`src/rtl/axis_ingress_port_arbiter.sv`:
```
// Frame-atomic round-robin merge of per-port AXI-Stream RX frames into one fabric stream,
// with a per-frame stall watchdog that truncates a starved frame and drains its remainder.
module axis_ingress_port_arbiter #(
  parameter int NUM_PORTS      = 12,
  parameter int DATA_WIDTH     = 32,
  parameter int TIMEOUT_CYCLES = 1024,
  parameter int PORT_BITS      = $clog2(NUM_PORTS)
) (
  input  logic                            clk_fabric,
  input  logic                            rst,
  input  logic [NUM_PORTS-1:0]            link_up,
  input  logic [NUM_PORTS-1:0]            s_tvalid,
  output logic [NUM_PORTS-1:0]            s_tready,
  input  logic [NUM_PORTS*DATA_WIDTH-1:0] s_tdata,
  input  logic [NUM_PORTS-1:0]            s_tuser,
  input  logic [NUM_PORTS-1:0]            s_tlast,
  output logic                            m_tvalid,
  input  logic                            m_tready,
  output logic [DATA_WIDTH-1:0]           m_tdata,
  output logic                            m_tuser,
  output logic                            m_tlast,
  output logic [PORT_BITS-1:0]            m_tid,
  output logic [15:0]                     timeout_count
);

  typedef enum logic [1:0] {ST_IDLE, ST_PASS, ST_ABORT, ST_DRAIN} state_t;

  localparam logic [PORT_BITS:0] NP_W = (PORT_BITS+1)'(NUM_PORTS);

  state_t                 state_q, state_d;
  logic [PORT_BITS-1:0]   rr_q, rr_d;
  logic [PORT_BITS-1:0]   gnt_q, gnt_d;
  logic [15:0]            idle_cnt_q, idle_cnt_d;
  logic [15:0]            timeout_cnt_q, timeout_cnt_d;
  logic                   m_tvalid_q, m_tvalid_d;
  logic [DATA_WIDTH-1:0]  m_tdata_q, m_tdata_d;
  logic                   m_tuser_q, m_tuser_d;
  logic                   m_tlast_q, m_tlast_d;
  logic [PORT_BITS-1:0]   m_tid_q, m_tid_d;

  logic [DATA_WIDTH-1:0]  port_data [NUM_PORTS];
  logic [NUM_PORTS-1:0]   eligible;
  logic                   out_free;
  logic                   sel_valid, sel_user, sel_last;
  logic [DATA_WIDTH-1:0]  sel_data;
  logic                   found;
  logic [PORT_BITS-1:0]   pick;
  logic [PORT_BITS:0]     srch_sum;
  logic [PORT_BITS-1:0]   srch_idx;

  assign out_free  = !m_tvalid_q || m_tready;
  assign eligible  = s_tvalid & link_up;
  assign sel_valid = s_tvalid[gnt_q];
  assign sel_user  = s_tuser[gnt_q];
  assign sel_last  = s_tlast[gnt_q];
  assign sel_data  = port_data[gnt_q];

  // Only the granted port is ever ready, so s_tready is one-hot or zero.
  generate
    for (genvar gi = 0; gi < NUM_PORTS; gi++) begin : g_port
      assign port_data[gi] = s_tdata[gi*DATA_WIDTH +: DATA_WIDTH];
      assign s_tready[gi]  = (gnt_q == PORT_BITS'(gi)) &&
                             (((state_q == ST_PASS) && out_free) || (state_q == ST_DRAIN));
    end
  endgenerate

  // Round-robin search starting one past the last grant, wrapping at NUM_PORTS.
  always_comb begin
    found    = 1'b0;
    pick     = '0;
    srch_sum = '0;
    srch_idx = '0;
    for (int off = 1; off <= NUM_PORTS; off++) begin
      srch_sum = {1'b0, rr_q} + (PORT_BITS+1)'(off);
      if (srch_sum >= NP_W) srch_sum = srch_sum - NP_W;
      srch_idx = srch_sum[PORT_BITS-1:0];
      if (!found && eligible[srch_idx]) begin
        found = 1'b1;
        pick  = srch_idx;
      end
    end
  end

  always_ff @(posedge clk_fabric) begin
    if (rst) begin
      state_q       <= ST_IDLE;
      rr_q          <= PORT_BITS'(NUM_PORTS - 1);
      gnt_q         <= '0;
      idle_cnt_q    <= '0;
      timeout_cnt_q <= '0;
      m_tvalid_q    <= 1'b0;
      m_tdata_q     <= '0;
      m_tuser_q     <= 1'b0;
      m_tlast_q     <= 1'b0;
      m_tid_q       <= '0;
    end else begin
      state_q       <= state_d;
      rr_q          <= rr_d;
      gnt_q         <= gnt_d;
      idle_cnt_q    <= idle_cnt_d;
      timeout_cnt_q <= timeout_cnt_d;
      m_tvalid_q    <= m_tvalid_d;
      m_tdata_q     <= m_tdata_d;
      m_tuser_q     <= m_tuser_d;
      m_tlast_q     <= m_tlast_d;
      m_tid_q       <= m_tid_d;
    end
  end

  always_comb begin
    state_d    = state_q;
    rr_d       = rr_q;
    gnt_d      = gnt_q;
    idle_cnt_d = idle_cnt_q;
    case (state_q)
      ST_IDLE: begin
        if (found) begin
          gnt_d      = pick;
          rr_d       = pick;
          idle_cnt_d = '0;
          state_d    = ST_PASS;
        end
      end
      ST_PASS: begin
        // Backpressure with valid high holds the watchdog; only starvation counts.
        if (sel_valid) begin
          if (out_free) begin
            idle_cnt_d = '0;
            if (sel_last) state_d = ST_IDLE;
          end
        end else if (idle_cnt_q == 16'(TIMEOUT_CYCLES)) begin
          state_d = ST_ABORT;
        end else begin
          idle_cnt_d = idle_cnt_q + 16'd1;
        end
      end
      ST_ABORT: begin
        if (out_free) state_d = ST_DRAIN;
      end
      ST_DRAIN: begin
        if (sel_valid && sel_last) state_d = ST_IDLE;
      end
      default: state_d = ST_IDLE;
    endcase
  end

  always_comb begin
    m_tvalid_d    = m_tvalid_q && !m_tready;
    m_tdata_d     = m_tdata_q;
    m_tuser_d     = m_tuser_q;
    m_tlast_d     = m_tlast_q;
    m_tid_d       = m_tid_q;
    timeout_cnt_d = timeout_cnt_q;
    if ((state_q == ST_PASS) && sel_valid && out_free) begin
      m_tvalid_d = 1'b1;
      m_tdata_d  = sel_data;
      m_tuser_d  = sel_user;
      m_tlast_d  = sel_last;
      m_tid_d    = gnt_q;
    end else if ((state_q == ST_ABORT) && out_free) begin
      m_tvalid_d = 1'b1;
      m_tdata_d  = '0;
      m_tuser_d  = 1'b1;
      m_tlast_d  = 1'b1;
      m_tid_d    = gnt_q;
      if (timeout_cnt_q != 16'hFFFF) timeout_cnt_d = timeout_cnt_q + 16'd1;
    end
  end

  assign m_tvalid      = m_tvalid_q;
  assign m_tdata       = m_tdata_q;
  assign m_tuser       = m_tuser_q;
  assign m_tlast       = m_tlast_q;
  assign m_tid         = m_tid_q;
  assign timeout_count = timeout_cnt_q;

endmodule

```
`config.mk`:
```
export PLATFORM = sky130hd
export DESIGN_NAME = axis_ingress_port_arbiter
export DESIGN_NICKNAME = d
export VERILOG_FILES = /design/src/rtl/axis_ingress_port_arbiter.sv
export SDC_FILE = /design/constraint.sdc
export NUM_CORES = 1
export LEC_CHECK = 0
export ABC_AREA = 1
export BUFFER_PORTS_ARGS = -buffer_cell sky130_fd_sc_hd__buf_2
export CELL_PAD_IN_SITES_DETAIL_PLACEMENT = 1
export CELL_PAD_IN_SITES_GLOBAL_PLACEMENT = 1
export CORE_AREA = 2 2 195 197
export CTS_BUF_LIST = sky130_fd_sc_hd__clkbuf_16
export CTS_CLUSTER_DIAMETER = 30
export DETAILED_ROUTE_END_ITERATION = 7
export DIE_AREA = 0 0 197 199
export GPL_TIMING_DRIVEN = 0
export PLACE_DENSITY = 0.67
export SYNTH_ARGS = -nofsm -noshare
export SYNTH_HDL_FRONTEND = slang
export SYNTH_SLANG_ARGS = --single-unit
```
`constraint.sdc`:
```
create_clock -name clk_fabric -period 9.2 [get_ports clk_fabric]
set_input_delay 0.46 -clock clk_fabric [delete_from_list [all_inputs] [get_ports clk_fabric]]
set_output_delay 0.46 -clock clk_fabric [all_outputs]
set_load 0.02 [all_outputs]
```
# Yosys cells after proc, flatten, opt, wreduce, memory -nomap -nowiden
# Cells that the tools add are included.
dict set report word_totals {
  memories 0
  rom_bits 0
  mem_bits_rw 0
  ff_bits 81
  latchBits 0
  output_inout_bits 67
}
dict set report classes {
  n_reduce_logical 52
  div 0
  muxes 91
  shift 0
  eq_ne 23
  bitwise_logic 3
  n_mul 0
  n_addsub 26
  magnitude_cmp 26
}
# operator count
set ops {}
lappend ops {{binary-select mux 32 bit (select 4 bit)} 1}
lappend ops {{2-to-1 mux 32 bit} 4}
lappend ops {{2-to-1 mux 4 bit} 26}
lappend ops {{< comparator 4 x 5 -> 1 bit, second input constant} 13}
lappend ops {{2-to-1 mux 16 bit} 4}
lappend ops {{binary-select mux 1 bit (select 4 bit)} 15}
lappend ops {{>= comparator 5 x 4 -> 1 bit, second input constant} 12}
lappend ops {{subtractor 4 bit, second input constant} 12}
lappend ops {{adder 16 x 1 -> 16 bit, second input constant} 2}
lappend ops {{2-to-1 mux 1 bit} 32}
lappend ops {{case mux 16 bit (2 select lines)} 1}
lappend ops {{logical AND 1 bit} 29}
lappend ops {{adder 4 x 4 -> 5 bit, second input constant} 5}
lappend ops {{adder 4 x 3 -> 5 bit, second input constant} 4}
lappend ops {{equality test 16 x 11 -> 1 bit, second input constant} 1}
lappend ops {{equality test 4 x 3 -> 1 bit, second input constant} 4}
lappend ops {{equality test 4 bit, second input constant} 4}
lappend ops {{!= test 16 bit, second input constant} 1}
lappend ops {{2-to-1 mux 2 bit} 7}
lappend ops {{logical NOT 1 bit} 13}
lappend ops {{AND 12 bit} 1}
lappend ops {{adder 4 x 2 -> 5 bit, second input constant} 2}
lappend ops {{!= test 3 bit, second input constant} 3}
lappend ops {{equality test 4 x 2 -> 1 bit, second input constant} 2}
lappend ops {{other kinds (19)} 23}

# Longest topological paths before layout
# Gate-level depths: netlist of run 1.
dict set report logic_depth {
  depth_word 41
  mapped_depth 32
  depth_no_buf 29
}

# Least setup slack after synthesis of run 1
# No wires, ideal clock.
dict set report synth_path {
  path_type {register -> register}
  start {reg rr_q[2]}
  end {reg idle_cnt_q[7]}
  setup_slack_ns 5.651
  required_ns 9.131
  path_stages_with_launch 27
  t_arrival_ns 3.480
  period_less_slack_ns 3.549
  cell_sequence {dfxtp_1 > buf_4 > inv_2 > buf_2 > buf_1 > ha_1 > ha_1 > nand2_1 > nand2_1 > inv_1 > nand2_1 > nand2_1 > nor2_1 > nand2_1 > nand2_1 > nand2_2 > nand2_4 > nor2_8 > nand4_4 > nor2_4 > nand4_2 > nor2_2 > nand3_2 > nand2_4 > buf_12 > nand2_2 > a21oi_2}
}
dict set report synth_via {
  elab_chain_cells 41
  word_cells_on_any_way 108
  classes_between {add/sub: 24; order compare: 12; eq/ne: 1; mux: 48; reduce/logical: 23}
}
# item line_no
set synth_lines {}
lappend synth_lines {{from (decl)} 31} ;# logic [PORT_BITS-1:0] rr_q, rr_d;
lappend synth_lines {{from (signal assigned)} 87} ;# rr_q <= PORT_BITS'(NUM_PORTS - 1);
lappend synth_lines {{from (signal assigned)} 98} ;# rr_q <= rr_d;
lappend synth_lines {{adder 4 x 1 -> 5 bit} 74} ;# srch_sum = {1'b0, rr_q} + (PORT_BITS+1)'(off);
lappend synth_lines {{subtractor 4 bit / >= comparator 5 x 4 -> 1 bit (equally long branches)} 75} ;# if (srch_sum >= NP_W) srch_sum = srch_sum - NP_W;
lappend synth_lines {{2-to-1 mux 4 bit} 75}
lappend synth_lines {{binary-select mux 1 bit (select 4 bit)} 77} ;# if (!found && eligible[srch_idx]) begin
lappend synth_lines {{2-to-1 mux 1 bit (implied by the code)} 77}
lappend synth_lines {{2-to-1 mux 1 bit} 77}
lappend synth_lines {{logical NOT 1 bit} 77}
lappend synth_lines {{logical AND 1 bit} 77}
lappend synth_lines {{(+25 left out)} --}
lappend synth_lines {{logical NOT 1 bit} 77}
lappend synth_lines {{logical AND 1 bit} 77}
lappend synth_lines {{2-to-1 mux 1 bit} 77}
lappend synth_lines {{logical NOT 1 bit} 77}
lappend synth_lines {{logical AND 1 bit} 77}
lappend synth_lines {{2-to-1 mux 1 bit *} 77}
lappend synth_lines {{!= test 2 bit (no source line) *} --}
lappend synth_lines {{AND reduction 4 bit (no source line) *} --}
lappend synth_lines {{to (signal assigned)} 100} ;# idle_cnt_q <= idle_cnt_d;
lappend synth_lines {{to (decl)} 33} ;# logic [15:0] idle_cnt_q, idle_cnt_d;
# Mark *: on every way between the ends. The rest lies on a longest branch, timed or not. The select of a mux whose other input is x is not followed.
# A chain may end at the register's enable or synchronous reset.

# Worst setup path in the final report of run 1
dict set report layout_path {
  start {reg rr_q[2]}
  end {reg idle_cnt_q[8]}
}
# Same word-level chain as after synthesis.

==> metrics, run 1 <==
register area 1600 µm²; asr flop ratio synth 0; Top delay family on crit path simple AND/OR/NAND/NOR gates; Worst Setup End Kind flop; Worst-path clk slew 0.07 ns; die width 197 µm; nets@finish 2,348; PD cells 333 nW/µm²; gr ovfl total 0; largest net degree at the start of global routing 16; Max Root-Sink Buffers 2; Slew @ Worst Pin 1.12 ns; # rows 71; Post-route DRC 0; Yosys reg bits 80; multiplexer share of the synthesized area 0; fin crit period 4.84 ns; final setup fails 0; Seq/Total Area, Yosys 0.189; ys flop type dfxtp_1; Mapped Area 8490 µm²; drt total wl 60.2 mm; drt pass-1 iters 5; Startpoint Class flop; Period Utilization, post-route 0.526; unrepaired setup endpoints after global routing no; Critical Path AT 5.11 ns; Pins Over Slew Limit 0; RD Place Congestion 0.993; hold buffers post-CTS 0; placed insts 2,349; Syn Area/Cell 6.18 µm²; Std-Cell Core Area 37,100 µm²; sum of negative setup slack 0 ns; Worst path slowest cell buf_1; GRT Resource Usage Total 0.301; Max VDD drop 0.110 mV; Setup Fix Bufs, Post-CTS 0; initial antenna violation count 47; area of the die 39,200 µm²; via density per instance 5.25; CTS buffer count 9; clk root buf clkbuf_16; most common cell after layout, fill and taps aside buf_2; Starting Density 0.229; H-tree depth 3; syn nets 1,837; layout cells sized above 1 0.311; Routed Antenna Nets 0; Worst path max stage delay 0.78 ns; Compound-Gate Fraction of Synth Area 0.291; skew final 0.0110 ns; Sinks on Clock Net 80; most frequent CP cell nand2_1; most frequent cells in the layout buf_2 (504), nand2_1 (421), a21oi_1 (106), inv_1 (93); post_cts resized 0; Avg WL per Cell 25.2 µm; I/O pin count 502; xor and xnor fraction of the mapped netlist area 0.0143; Lkg Pwr 5.56 nW; # fillers 4,976; status finished, final reports clean; Mapped Cells 1,375; vias in the first global route 12,761; footprint of the multi-input gates 6130 µm²; I/O Buffers 500; worst-skew pair later-pin latency 0.35 ns; die height 199 µm; Synth Area in Adders 0.0398; Peak Freq 207 MHz; CTS tree built; HP Class reg -> reg; Post-Synth Simple-Gate Area 0.377; Distinct cells, synth 54; first-pass GRT wire length 85.1 mm; Vias 12,555; DP HPWL 51.5 mm; Worst EP required 9.47 ns; Post-synth EDFFs 0; Hold Fails Final Rpt 0; fin cells 2,391; CP Buf/Inv Count 6; max_cap viols 0; CP max FO 15; relative slew slack 0.254; Syn-to-layout area delta 41.4%; WS Path Type reg -> reg; number of DRC markers in iteration 0 890; largest family of logic cells by synthesized area simple AND/OR/NAND/NOR gates; Ys Warns 0
[metrics by stage]
stage,utilization,worst slack (ns),instance area [µm²],hold WS [ns],power (mW)
floorplan,-,5.65,8490,0.466,2.50
global placement,0.312,4.50,11600,0.447,3.51
detailed placement,0.312,4.40,11600,0.450,3.56
CTS,0.321,4.37,11900,0.461,4.02
global route,0.322,3.97,12000,0.483,4.36
finish,0.323,4.36,12000,0.462,3.99
[worst register-to-register path: cells and delay by family, from the launching register on]
family                     cells  cell delay, ns
and+or+nand+nor               17            1.87
buffers and inverters          6            1.64
adders and majority gates      2            0.72
DFF                            1            0.42
AOI/OAI and AO/OA              1            0.11
[cell usage after synthesis (2+ instances only)]
master,instances,share of area
o21a_1,2,0.0018
a22oi_1,24,0.021
buf_1,6,0.0027
o31ai_1,2,0.0018
dfxtp_1,80,0.19
nand2_1,421,0.19
o211ai_1,4,0.0035
inv_1,93,0.041
o22a_1,62,0.064
buf_6,3,0.0040
or3_1,2,0.0015
or2_2,2,0.0015
ha_1,27,0.040
and2_1,2,0.0015
o21ai_0,27,0.016
nand2_2,23,0.017
o21bai_1,2,0.0018
a21oi_1,106,0.062
nor2_4,2,0.0027
o21ai_2,2,0.0021
xor2_1,11,0.011
nand2_4,4,0.0053
nand4_1,45,0.033
clkbuf_1,68,0.030
nor4_1,6,0.0044
clkinv_1,3,0.0013
nand3_2,4,0.0047
nand3b_1,3,0.0027
a221oi_1,31,0.032
o221ai_1,63,0.065
inv_2,6,0.0027
a21oi_2,10,0.010
a211oi_1,3,0.0027
nor2_1,86,0.038
o21ai_1,2,0.0012
nand3_1,86,0.051
nor3_1,32,0.019
buf_2,4,0.0024
[logic make-up (layout without fill, tap and decap cells)]
kind of cell / count (synthesis) / after routing
AO/OA/AOI/OAI: 344 / 344
XOR/XNOR: 13 / 13
adder cells (fa/ha/maj): 27 / 27
buffers and inverters: 187 / 703
flip-flops: 80 / 80
other: 0 / 26
AND/OR/NAND/NOR: 724 / 724
[layout make-up]
type                       instances  share of cell area
tap                              474              0.0494
buffer                            84              0.0312
multi-input combinational       1108               0.510
antenna                           26             0.00542
inverter                         103              0.0324
sequential                        80               0.133
clock inverter                     7              0.0105
clock buffer                       9              0.0188
timing repair buffer             500               0.208
[sequential cells by signal, indices dropped and copies added (netlist names), named ones only]
name and count:
m_tlast 1, idle_cnt_q 16, m_tvalid 1, gnt_q 3
rr_q 4, m_tuser 1, timeout_count 16, m_tdata 32
m_tid 4, state_q 1
[where the power goes]
part	internal, mW	switching, mW	leakage (nW)	total [mW]
Combinational	0.937	2.12	4.74	3.05
Clock	0.270	0.174	0.169	0.444
Sequential	0.428	0.0674	0.650	0.496
Total	1.64	2.36	5.56	3.99
[per-layer routing]
metal / up-vias / global-route usage / part of all wire
met5: - / 0 / 0.0024
met3: 88 / 0.0788 / 0.093
met4: 22 / 0.0880 / 0.029
li1: 5910 / - / -
met1: 6027 / 0.375 / 0.41
met2: 508 / 0.508 / 0.46
[final timing paths]
check	startpoint	cells after the start	endpoint	slack, ns
min reg2reg	m_tdata[26]	2	m_tdata[26]	0.46
min	m_tdata[26]	2	m_tdata[26]	0.46
max	rr_q[2]	26	idle_cnt_q[8]	4.36
max reg2reg	rr_q[2]	26	idle_cnt_q[8]	4.36
Power figures use the tool's default switching activity.
==> run 2: changes to the inputs <==
--- a/config.mk
+++ b/config.mk
@@ -15,7 +15,7 @@
 export DETAILED_ROUTE_END_ITERATION = 7
 export DIE_AREA = 0 0 197 199
 export GPL_TIMING_DRIVEN = 0
-export PLACE_DENSITY = 0.67
+export PLACE_DENSITY = 0.69
 export SYNTH_ARGS = -nofsm -noshare
 export SYNTH_HDL_FRONTEND = slang
 export SYNTH_SLANG_ARGS = --single-unit
==> constraint.sdc (replaced) <==
create_clock -name clk_fabric -period 4.2 [get_ports clk_fabric]
set_input_delay 0.21 -clock clk_fabric [delete_from_list [all_inputs] [get_ports clk_fabric]]
set_output_delay 0.21 -clock clk_fabric [all_outputs]
set_load 0.02 [all_outputs]
==> run 2 against run 1 <==
  * Sequential cell count is the same
  * Clock skew grew 0.0068 ns
  * Core utilization hardly changed
  * Count of clock-buffer cells in the layout stayed put
  * Cell area is essentially flat
  * Global-route usage decreased by 0.99 points
  * Maximum frequency grew 25%
  * Critical endpoint is now m_tdata[21]
  * Register-to-register slack worse by 4.0 ns
  * First-iteration DRC count down 24%
  * Total power increased by 120%
==> metrics, run 2 (same netlist as run 1, synthesis figures left out) <==
Std-Cell Core Area 37,100 µm² (unchanged); H-tree depth 3 (unchanged); status finished, final reports clean; max FFs per register 32 (unchanged); fin crit period 3.87 ns (-0.962 ns); Avg WL per Cell 24.4 µm (-3.2%); GRT Resource Usage Total 0.291 (-0.00994); nets@finish 2,349 (+0.043%); relative slew slack 0.261 (+0.00773); CP Buf/Inv Count 5 (-1); drt total wl 58.1 mm (-3.4%); fin cells 2,384 (-0.29%); placed insts 2,349 (unchanged); Sinks on Clock Net 80 (unchanged); Worst path max stage delay 0.54 ns (-0.24 ns); largest net degree at the start of global routing 16 (unchanged); hold buffers post-CTS 0 (unchanged); Max VDD drop 0.321 mV (+190%); clk root buf clkbuf_16; Slew @ Worst Pin 1.10 ns (-0.0115 ns); number of DRC markers in iteration 0 672 (-24%); Syn-to-layout area delta 41.3% (about the same); worst-skew pair later-pin latency 0.36 ns (about the same); skew final 0.0178 ns (+0.00680 ns); I/O Buffers 500 (unchanged); Vias 12,567 (+0.096%); Hold Fails Final Rpt 0 (unchanged); WS Path Type reg -> reg; Peak Freq 258 MHz (+25%); max_cap viols 0 (unchanged); drt pass-1 iters 5 (unchanged); CP max FO 10 (-5); HP Class in -> reg; RD Place Congestion 0.995 (+0.18%); initial antenna violation count 27 (-43%); PD cells 727 nW/µm² (+120%); Tot Pwr 8.72 mW (+120%); first-pass GRT wire length 83.5 mm (-1.9%); CTS tree built; I/O pin count 502 (unchanged); CTS buffer count 9 (unchanged); layout cells sized above 1 0.315 (+0.00354); Starting Density 0.229 (unchanged); Worst Setup End Kind flop; worst path cell trace inv_1 -> nand2_1 -> inv_1 -> a22oi_1 -> nand2_1 -> nand2_1 -> nand3_1 -> clkbuf_1 -> nand2_1 -> clkinv_1 -> nor2_4 -> clkbuf_1 -> nand2_1 -> a21oi_1; Max Root-Sink Buffers 2 (unchanged); Startpoint Class flop; most frequent cells in the layout buf_2 (502), nand2_1 (421), a21oi_1 (106), inv_1 (93), nand3_1 (86); Worst EP required 4.48 ns (-4.99 ns); post-route cell area 12,000 µm² (about the same); most frequent CP cell nand2_1; area of the die 39,200 µm² (unchanged); Post-route DRC 0 (unchanged); gr ovfl total 0 (unchanged); Worst-path clk slew 0.07 ns (about the same); Core Util, Final 0.323 (about the same); Top delay family on crit path buffers and inverters; Routed Antenna Nets 0 (unchanged); # rows 71 (unchanged); Pins Over Slew Limit 0 (unchanged); most common cell after layout, fill and taps aside buf_2; WHS 0.269 ns (-0.193 ns); die width 197 µm (unchanged); Worst path slowest cell nor2_4; Post-Place Cell Area 11,600 µm² (unchanged); DP HPWL 49.5 mm (-4.0%); Lkg Pwr 5.55 nW (-0.14%); die height 199 µm (unchanged); Critical Path AT 4.15 ns (-0.96 ns); unrepaired setup endpoints after global routing no; Period Utilization, post-route 0.922 (+0.397); final setup fails 0 (unchanged); via density per instance 5.27 (+0.39%); vias in the first global route 12,790 (+0.23%)
[run 2: cell types whose count changed in the layout (fill, tap and decap cells not counted), sizes merged]
cell	delta
bufinv	-2
clkbuf	+1
clkinv	+2
diode	-8
[run 2: metal layers]
layer | vias up | part of all wire | GRT usage
met5 | - | 0.00059 | 0
li1 | 5905 | - | -
met1 | 6072 | 0.41 | 0.354
met4 | 6 | 0.035 | 0.0983
met3 | 87 | 0.080 | 0.0675
met2 | 497 | 0.47 | 0.504
[run 2: cell type report]
| cell class | count | area [µm²] |
|---|---|---|
| fillers | 4996 | 25100 |
| clock inverters | 7 | 78.8 |
| diodes | 18 | 45.0 |
| well taps | 474 | 593 |
| clock buffers | 9 | 225 |
| plain buffers | 84 | 394 |
| multi-input cells | 1108 | 6150 |
| flip-flops and latches | 80 | 1610 |
| inverters | 103 | 389 |
| repair buffers | 501 | 2510 |
[run 2: tightest hold or removal path, delay by kind of cell]
| kind | cells | cell delay (ns) |
|---|---|---|
| buffers and inverters | 2 | 0.20 |
| AO/OA/AOI/OAI | 1 | 0.09 |
| AND/OR/NAND/NOR | 1 | 0.06 |
[run 2: power by group]
part	total (mW)	switching, mW	internal (mW)
clock network	0.855	0.386	0.469
logic	6.77	4.67	2.09
registers	1.10	0.152	0.944
[run 2: path summary, 6_finish.rpt]
| kind | from | end | slack, ns | cells past startpoint |
|---|---|---|---|---|
| min reg2reg | m_tdata[28] | m_tdata[28] | 0.47 | 2 |
| min | m_tready | m_tvalid | 0.27 | 4 |
| max | gnt_q[0] | m_tdata[21] | 0.33 | 14 |
| max reg2reg | gnt_q[0] | m_tdata[21] | 0.33 | 14 |
[run 2: stage by stage]
step | setup TNS (ns) | setup WS, ns
after floorplan | 0 | 0.651
after global placement | -13.25 | -0.492
after detailed placement | -18.16 | -0.615
after CTS | 0 | 0.00514
after global routing | 0 | 0.00586
final | 0 | 0.326
[run 2: repair_timing]
action	CTS	global route
buffers inserted	0	1
gates resized for setup	7	15
setup endpoints to repair	61	57
gates cloned	0	0
pin swaps	0	1
